$ cat config.mk
export PLATFORM = sky130hd
export DESIGN_NAME = csa_seq_multiplier
export DESIGN_NICKNAME = d
export VERILOG_FILES = /design/src/rtl/csa_seq_multiplier.sv
export SDC_FILE = /design/constraint.sdc
export NUM_CORES = 1
export LEC_CHECK = 0
export ABC_AREA = 1
export ABC_CLOCK_PERIOD_IN_PS = 2800
export CAP_MARGIN = 20
export CORE_UTILIZATION = 58
export CTS_CLUSTER_DIAMETER = 80
export DETAILED_ROUTE_END_ITERATION = 8
export PLACE_DENSITY_LB_ADDON = 0.15
export RECOVER_POWER = 25
export SYNTH_ARGS = -nofsm -noshare
export SYNTH_HDL_FRONTEND = slang
export SYNTH_SLANG_ARGS = --single-unit
$ cat constraint.sdc
create_clock -name clk -period 2.8 [get_ports clk]
set_input_delay 0.56 -clock clk [delete_from_list [all_inputs] [get_ports clk]]
set_output_delay 0.56 -clock clk [all_outputs]
set_load 0.05 [all_outputs]
$ cat src/rtl/csa_seq_multiplier.sv
// csa_seq_multiplier: sequential unsigned WIDTH x WIDTH multiplier.
// The running sum is kept in carry-save form (sum/carry vectors). PP_PER_CYCLE
// partial products are folded in per ACCUM cycle through a chain of
// full-adder rows, and one carry-propagate add resolves the product.
//
// state   | meaning
// --------+-----------------------------------------------------------
// IDLE    | waiting for operands, in_ready high
// ACCUM   | folding PP_PER_CYCLE partial products per cycle, N cycles
// RESOLVE | single carry-propagate add of sum + carry into product
// DONE    | product held with out_valid high until consumer accepts
module csa_seq_multiplier #(
  parameter int WIDTH        = 8,
  parameter int PP_PER_CYCLE = 1
) (
  input  logic                 clk,
  input  logic                 rst,
  input  logic                 in_valid,
  output logic                 in_ready,
  input  logic [WIDTH-1:0]     a,
  input  logic [WIDTH-1:0]     b,
  output logic                 out_valid,
  input  logic                 out_ready,
  output logic [2*WIDTH-1:0]   product,
  output logic                 busy
);

  localparam int PW        = 2 * WIDTH;
  localparam int N         = WIDTH / PP_PER_CYCLE;
  localparam int STEPW     = (N > 1) ? $clog2(N) : 1;
  localparam logic [STEPW-1:0] STEP_LAST = STEPW'(N - 1);

  // Reject configurations the datapath cannot implement.
  generate
    if (WIDTH < 2) begin : g_bad_width
      $error("csa_seq_multiplier: WIDTH must be >= 2");
    end
    if (!(PP_PER_CYCLE == 1 || PP_PER_CYCLE == 2 || PP_PER_CYCLE == 4)) begin : g_bad_pp
      $error("csa_seq_multiplier: PP_PER_CYCLE must be 1, 2 or 4");
    end
    if ((WIDTH % PP_PER_CYCLE) != 0) begin : g_bad_div
      $error("csa_seq_multiplier: PP_PER_CYCLE must divide WIDTH");
    end
  endgenerate

  typedef enum logic [1:0] {
    IDLE    = 2'd0,
    ACCUM   = 2'd1,
    RESOLVE = 2'd2,
    DONE    = 2'd3
  } state_t;

  state_t            state, state_nxt;
  logic [PW-1:0]     a_sh;
  logic [WIDTH-1:0]  b_sh;
  logic [PW-1:0]     s_q;
  logic [PW-1:0]     c_q;
  logic [STEPW-1:0]  step_q;
  logic [PW-1:0]     acc_s;
  logic [PW-1:0]     acc_c;
  logic [PW-1:0]     pp;
  logic [PW-1:0]     c_row;
  logic              accept;

  // a is pre-shifted and b consumed LSB-first, so the partial products of the
  // current step are always at fixed positions k = 0..PP_PER_CYCLE-1.
  assign accept = in_valid && (state == IDLE);

  // State register.
  always_ff @(posedge clk or posedge rst) begin
    if (rst) begin
      state <= IDLE;
    end else begin
      state <= state_nxt;
    end
  end

  // Next-state and handshake outputs.
  always_comb begin
    state_nxt = state;
    in_ready  = 1'b0;
    out_valid = 1'b0;
    busy      = 1'b1;
    case (state)
      IDLE: begin
        in_ready = 1'b1;
        busy     = 1'b0;
        if (in_valid) state_nxt = ACCUM;
      end
      ACCUM: begin
        if (step_q == STEP_LAST) state_nxt = RESOLVE;
      end
      RESOLVE: begin
        state_nxt = DONE;
      end
      DONE: begin
        out_valid = 1'b1;
        if (out_ready) state_nxt = IDLE;
      end
      default: begin
        state_nxt = IDLE;
      end
    endcase
  end

  // Carry-save rows chained within one cycle; only the last row is registered.
  // The carry shift drops the top bit, which is always zero because the true
  // product fits in PW bits.
  always_comb begin
    acc_s = s_q;
    acc_c = c_q;
    pp    = '0;
    c_row = '0;
    for (int k = 0; k < PP_PER_CYCLE; k++) begin
      pp    = b_sh[k] ? (a_sh << k) : '0;
      c_row = ((acc_s & acc_c) | (acc_s & pp) | (acc_c & pp)) << 1;
      acc_s = acc_s ^ acc_c ^ pp;
      acc_c = c_row;
    end
  end

  // Operand capture, carry-save accumulation and final resolve.
  always_ff @(posedge clk or posedge rst) begin
    if (rst) begin
      a_sh    <= '0;
      b_sh    <= '0;
      s_q     <= '0;
      c_q     <= '0;
      step_q  <= '0;
      product <= '0;
    end else begin
      case (state)
        IDLE: begin
          if (accept) begin
            a_sh   <= {{WIDTH{1'b0}}, a};
            b_sh   <= b;
            s_q    <= '0;
            c_q    <= '0;
            step_q <= '0;
          end
        end
        ACCUM: begin
          s_q    <= acc_s;
          c_q    <= acc_c;
          a_sh   <= a_sh << PP_PER_CYCLE;
          b_sh   <= b_sh >> PP_PER_CYCLE;
          step_q <= step_q + 1'b1;
        end
        RESOLVE: begin
          product <= s_q + c_q;
        end
        default: begin
        end
      endcase
    end
  end

endmodule
# After elaboration in Yosys (flattened, before gate mapping)
# Index checks and enable logic that the tools add are counted.
# totals
register_bits,77
inputBits,20
output_inout_bits,19
# op_classes
add_sub_neg,2
n_eq_ne,8
n_mux,17
bitwise,7
n_reduce_logical,5
# op_table
op,count
one-hot mux 16 bit (2 select lines),3
2-to-1 mux 16 bit,3
bitwise AND 15 bit,3
XOR 16 bit,2
bitwise OR 15 bit,2
adder 16 bit,1
one-hot mux 8 bit (2 select lines),1
2-to-1 mux 8 bit,1
"!= test 2 bit, second input constant",4
one-hot mux 2 bit (4 select lines),1
2-to-1 mux 2 bit,3
one-hot mux 3 bit (2 select lines),1
"equality test 2 bit, second input constant",2
"adder 3 x 1 -> 3 bit, second input constant",1
"equality test 3 bit, second input constant",1
2-to-1 mux 1 bit,3
2-to-1 mux 3 bit,1
AND reduction 3 bit,1
"equality test 2 x 1 -> 1 bit, second input constant",1
zero test 2 bit,1
AND reduction 2 bit,1
nonzero test 2 bit,1
logical AND 1 bit,1

# Depth between registers and ports, before layout
# Gate-level depths: netlist (run 1).
# logic_depth
word_depth,5
depth_mapped,11
depth_no_buf,11

# Worst setup path after synthesis (run 1)
# Ideal clock, no wire load.
# synth_path
path_type,register -> register
from,register state[0]
to,register b_sh[2]
t_arrival_ps,2073
required_time_ps,2670
path_slack_ps,596
stages_incl_launch_ff,12
period_less_slack_ps,2204
path_cell_list,dfrtp_1 inv_1 ha_1 inv_2 nor2_8 nor2_8 nor2_8 inv_4 buf_6 buf_6 o211ai_1 o21ai_0
# synth_between
elab_chain_cells,4
word_cells_on_any_way,7
# synth_lines
item,line_no,source
from (decl),53,"state_t state, state_nxt;"
from (signal assigned),74,state <= state_nxt;
zero test 2 bit,"67, 132",
logical AND 1 bit,67,assign accept = in_valid && (state == IDLE);
!= test 2 bit (no source line),-,
AND reduction 2 bit (no source line),-,
to (signal assigned),146,b_sh <= b_sh >> PP_PER_CYCLE;
to (decl),55,logic [WIDTH-1:0] b_sh;
# Parallel ways exist; a longest one is shown, timed or not.
# A chain may end at the register's enable or synchronous reset.

# Worst setup path in the final report (run 1)
# layout_path
from,register state[0]
to,output port busy
# layout_between
elab_chain_cells,2
# layout_lines
item,line_no,source
zero test 2 bit,84,case (state)
2-to-1 mux 1 bit,84,
to (decl),25,output logic busy
# Every way passes these cells.

==> results of run 1 <==
state kept, by name, indices dropped and copies added, names as in the netlist:
signal and flops:
a_sh 16, product 16, state 2, b_sh 8, c_q 15, s_q 16
step_q 3
worst paths after layout:
| kind | start | end | slack, ns | depth (start not counted) |
|---|---|---|---|---|
| min in group asynchronous | rst | product[3] | 0.90 | 2 |
| setup / recovery | state[0] | busy | 0.23 | 4 |
| hold reg to reg | product[1] | product[1] | 0.48 | 2 |
| setup reg to reg | state[0] | b_sh[4] | 0.84 | 9 |
| hold / removal | product[1] | product[1] | 0.48 | 2 |
| max in group asynchronous | rst | s_q[7] | 0.64 | 3 |
worst max-delay path: cells and delay by family (launching register included):
family,cells,cell delay [ns]
DFF,1,0.39
adders and majority gates,1,0.25
buffers and inverters,3,1.03
power breakdown:
part           internal (mW)  switching (mW)
combinational          0.827            1.59
sequential              1.48           0.254
clock                  0.576           0.406
cells by family after synthesis:
group	after synthesis
adders and majority gates	36
and+or+nand+nor	190
AOI/OAI and AO/OA	85
buffers and inverters	109
DFF	76
xor gates and xnor gates	7
placed cells by master (no fill, tap or decap), drive strengths merged:
master,netlist,final
nand2,143,143
inv,91,91
dfrtp,76,76
clkdlybuf4s50,0,37
o22ai,35,35
o21ai,22,22
nor2,22,22
ha,21,21
nand3,19,19
fa,15,15
clkbuf,11,15
a21oi,10,10
a31oi,7,7
o211ai,7,7
xnor2,6,6
a22o,3,3
buf,7,3
nand3b,2,2
nand4,2,2
bufinv,0,2
xor2,1,1
or2,1,1
nor3,1,1
o31ai,1,1
clkinvlp,0,1
dlygate4sd3,0,1
per-stage QoR:
step	utilization, %	cell area (µm²)	power, mW	hold WS (ns)
after global placement	68.0	4720	4.08	0.454
after detailed placement	68.0	4720	4.17	0.459
after CTS	71.4	4960	5.17	0.480
after global routing	71.3	4950	5.54	0.507
final	71.3	4950	5.14	0.477
after floorplan	-	4280	3.64	0.464
layer usage:
| metal | global-route usage, % | up-vias | share of wire (%) |
|---|---|---|---|
| met5 | 0 | - | 0 |
| met4 | 12.7 | 0 | 2.1 |
| met3 | 4.15 | 17 | 5.0 |
| met2 | 40.7 | 78 | 48 |
| met1 | 32.1 | 1569 | 45 |
| li1 | - | 1675 | - |
Yosys cell counts, drive strengths merged (7+ instances only):
cell    instances
fa             15
o22ai          35
ha             21
nand2         143
dfrtp          76
buf             7
o211ai          7
nand3          19
o21ai          22
a31oi           7
a21oi          10
inv            91
nor2           22
clkbuf         11
area by class of cell:
type | instances | share of cell area, %
multi-input combinational | 318 | 39.2
sequential | 76 | 38.4
timing repair buffer | 43 | 8.28
inverter | 91 | 6.95
clock buffer | 13 | 3.41
tap | 96 | 2.42
clock inverter | 3 | 1.36
==> results.yml, run 1 <==
power_and_ir_drop:
  peakVddDrop_v: 0.000924
  powerDensity_nw_per_um2: 1040
  p_leak_nw: 2.42
routing:
  firstDrtPassIters: 4
  drt-initial-drc-count: 168
  ant_nets: 0
  drc_errors: 0
  wl_um: 8290
  viasPerCell: 5.22
  wire_per_inst_um: 12.9
  vias: 3339
clock_tree:
  hold_buffers: 0
  clk_latency_ns: 0.35
  postCtsSetupBuffers: 0
  clk_pin_slew_worst_paths_ns: 0.08
  cts-resized-gates: 0
  ctsRootBufferMaster: "clkbuf_8"
  h-tree-depth: 3
  cts_tree: "yes"
  cts_buffers: 9
  clock-sinks: 76
  clock_path_buffers: 2
synth:
  synth_edf_count: 0
  ys_warn_count: 0
  synth_top_area_cell: "dfrtp_1"
  synthTopCellsByArea: "dfrtp_1, nand2_1, inv_1"
  syn_area_per_cell_um2: 8.51
  synth_top_family_by_area: "simple AND/OR/NAND/NOR gates"
  asyncSetResetFlopFracSynth_pct: 100
  netlist_instances: 503
  synthesis.area_um2: 4280
  ys_seq_area_share_pct: 44.4
  ys_types: 27
  ys_seq_elements: 76
  yosys.area_share.adder_pct: 13.2
  synthXorXnorAreaFrac_pct: 1.43
  yosys.area_share.simple_pct: 18.7
  muxShareOfSynthArea_pct: 0
  syn-num-nets: 559
  yosysTopAreaCellShare_pct: 44.4
  synth_compound_area_share_pct: 12.0
  synth_ff_type: "dfrtp_1"
sta:
  fin_crit_sh_pct: 91.9
  hold_violations: 0
  setup_tns_ns: 0
  setup_viol: 0
  slew_violations: 0
  worst_slew_pin_slew_ns: 1.06
  fin_crit_ns: 2.57
  rsz0062_at_grt: "no"
  fmax_mhz: 389
  fin_worst_skew_ns: 0.00812
  max_slew_margin_pct: 29.5
  fin_ws_ns: 0.227
worst_setup_path:
  required_ns: 2.24
  arrival_ns: 2.01
  cp_slowest_stage_delay_ns: 0.82
  crit_path_top_delay_cell: "clkdlybuf4s50_1"
  cp_cell_sequence: "inv_1, ha_1, inv_2, clkdlybuf4s50_1"
  cp-start-kind: "register"
  critPathKind: "register to primary output"
  end_kind: "primary output"
  cp_max_fo: 4
grt:
  grt_max_degree: 66
  antenna_found_initial: 0
  grt-ovfl-total: 0
  track_usage_pct: 24.9
  grt_pass1_wl_um: 14600
  grt_pass1_vias: 3310
min_path:
  hp-class: "register to register"
status:
  outcome: "finished, final reports clean"
cells_and_area:
  syn_to_final_growth_pct: 15.7
  multi_input_area_um2: 1940
  fill_cells: 542
  num_antenna_cells: 0
  layout.nets: 595
  drive_above_1_share_pct: 5.15
  seq_area_um2: 1900
  final_cells: 640
placed_design:
  placedCellCount: 624
  routabilityCongestion: 0.831
  io_buffer_count: 38
  hpwl_um: 6020
  pre_cts_slack_ns: 0.494
job:
  maxCapViolations: 0
floorplanning:
  core_um2: 6940
  rows: 30
  floorplan.initialDensity_pct: 61.7
  num_io_pins: 39
  die_y_um: 87.9
  die_w_um: 87.9
  die_area_um2: 7730
Note: power is estimated with default switching activity, not from simulation.
==> inputs of run 2 (changes only) <==
--- a/config.mk
+++ b/config.mk
@@ -8,6 +8,7 @@
 export ABC_AREA = 1
 export ABC_CLOCK_PERIOD_IN_PS = 2800
 export CAP_MARGIN = 20
+export CORE_MARGIN = 3
 export CORE_UTILIZATION = 58
 export CTS_CLUSTER_DIAMETER = 80
 export DETAILED_ROUTE_END_ITERATION = 8
==> run 2 against run 1 <==
- hold slack lost 0.0020 ns
- wire length is 4.6% higher
- setup slack better by 0.014 ns
- sequential power barely moved
- maximum frequency up 0.56%
- sequential share of layout area decreased by 0.30 points
- count of clock-buffer cells in the layout shrank 2
==> results.yml, run 2 (same netlist as run 1, synthesis figures left out) <==
worst_setup_path:
  cp_cell_sequence: "inv_1, ha_1, inv_2, clkdlybuf4s50_1"
  crit_path_top_delay_cell: "clkdlybuf4s50_1"
  cp_max_fo: 4
  worstReg2RegStart: "s_q[1]"
  cp_slowest_stage_delay_ns: 0.81
  cp-start-kind: "register"
  cp_num_buf_inv: 3
  end_kind: "primary output"
  critPathKind: "register to primary output"
  crit_start: "state[0]"
  arrival_ns: 2.00
  critPathTopFamily: "buffers and inverters"
  required_ns: 2.24
sta:
  setup_tns_ns: 0
  fin_ws_ns: 0.241
  slew_violations: 0
  max_slew_margin_pct: 41.3
  hold_violations: 0
  fmax_mhz: 391
  setup_viol: 0
  fin_worst_skew_ns: 0.00942
  worst_slew_pin_slew_ns: 0.880
  fin_crit_ns: 2.56
  rsz0062_at_grt: "no"
  fin_crit_sh_pct: 91.4
cells_and_area:
  finalInstanceArea_um2: 4990
  drive_above_1_share_pct: 5.87
  multi_input_area_um2: 1940
  seq_area_um2: 1900
  fill_cells: 560
  layout_commonest_cell: "nand2_1"
  final_cells: 641
  syn_to_final_growth_pct: 16.6
  layout_common_cells: "nand2_1, inv_1, dfrtp_1"
  largest_registers: "a_sh x16, product x16, s_q x16"
  layout.nets: 596
  num_antenna_cells: 0
routing:
  vias: 3358
  wire_per_inst_um: 13.5
  ant_nets: 0
  wl_um: 8670
  firstDrtPassIters: 4
  drt-initial-drc-count: 180
  drc_errors: 0
  viasPerCell: 5.24
min_path:
  hp-start: "product[0]"
  hp-class: "register to register"
grt:
  antenna_found_initial: 0
  grt-ovfl-total: 0
  grt_max_degree: 48
  grt_pass1_wl_um: 15300
  track_usage_pct: 22.6
  grt_pass1_vias: 3408
clock_tree:
  clock_path_buffers: 2
  hold_buffers: 0
  postCtsSetupBuffers: 0
  ctsRootBufferMaster: "clkbuf_8"
  clock-sinks: 76
  h-tree-depth: 3
  clk_latency_ns: 0.34
  cts_buffers: 9
  clk_pin_slew_worst_paths_ns: 0.08
  cts_tree: "yes"
  cts-resized-gates: 0
placed_design:
  hpwl_um: 6270
  placedCellCount: 625
  dpl_cell_area_um2: 4760
  pre_cts_slack_ns: 0.603
  io_buffer_count: 38
  routabilityCongestion: 0.852
floorplanning:
  rows: 30
  num_io_pins: 39
  floorplan.initialDensity_pct: 61.3
  die_w_um: 91.9
  core_um2: 6980
  die_area_um2: 8450
  die_y_um: 91.9
power_and_ir_drop:
  p_leak_nw: 2.43
  peakVddDrop_v: 0.000835
  powerDensity_nw_per_um2: 1040
status:
  outcome: "finished, final reports clean"
job:
  maxCapViolations: 0
run 2: worst register-to-register path, stage by stage, from the launching register on:
cell     delay (ns)
dfrtp_1        0.39
ha_1           0.25
fa_1           0.43
nand2_1        0.11
nand2_1        0.06
nand3_1        0.07
nand2_1        0.10
nand2_1        0.10
nand3_1        0.08
nand3_1        0.12
nand2_1        0.05
run 2: path summary, 6_finish.rpt:
path,to,slack (ns),cells after the start
max in group asynchronous,a_sh[0],1.06,4
max,busy,0.24,4
min in group asynchronous,product[4],0.84,2
max reg2reg,product[15],0.92,10
min reg2reg,product[0],0.47,2
min,product[0],0.47,2
run 2: routing by layer:
layer / part of all wire (%) / up-vias / GRT usage [%]
li1: - / 1681 / -
met1: 45 / 1581 / 30.8
met5: 0 / - / 0
met4: 1.8 / 0 / 8.04
met2: 48 / 82 / 36.6
met3: 5.2 / 14 / 3.94
run 2: cell type report:
| cell class | instances | share of cell area (%) |
|---|---|---|
| multi-input combinational | 318 | 38.9 |
| sequential | 76 | 38.1 |
| timing repair buffer | 44 | 9.02 |
| inverter | 91 | 6.89 |
| clock buffer | 11 | 3.03 |
| tap | 96 | 2.41 |
| clock inverter | 5 | 1.68 |
run 2: report_power, final:
group	internal (mW)	switching [mW]	leakage, nW
sequential	1.48	0.253	1.00
clock	0.552	0.414	0.112
combinational	0.871	1.63	1.32
run 2: stage by stage:
step                      utilization [%]  hold slack [ns]  power (mW)
after floorplan                         -            0.464        3.64
after global placement               68.1            0.453        4.14
after detailed placement             68.1            0.460        4.25
after CTS                            71.5            0.480        5.23
after global routing                 71.5            0.501        5.63
final                                71.5            0.475        5.20
==> inputs of run 3 (changes only) <==
--- a/config.mk
+++ b/config.mk
@@ -7,7 +7,6 @@
 export LEC_CHECK = 0
 export ABC_AREA = 1
 export ABC_CLOCK_PERIOD_IN_PS = 2800
-export CAP_MARGIN = 20
 export CORE_MARGIN = 3
 export CORE_UTILIZATION = 58
 export CTS_CLUSTER_DIAMETER = 80
==> results of run 3 <==
The final DEF is identical to that of run 2; final timing and power are the same.
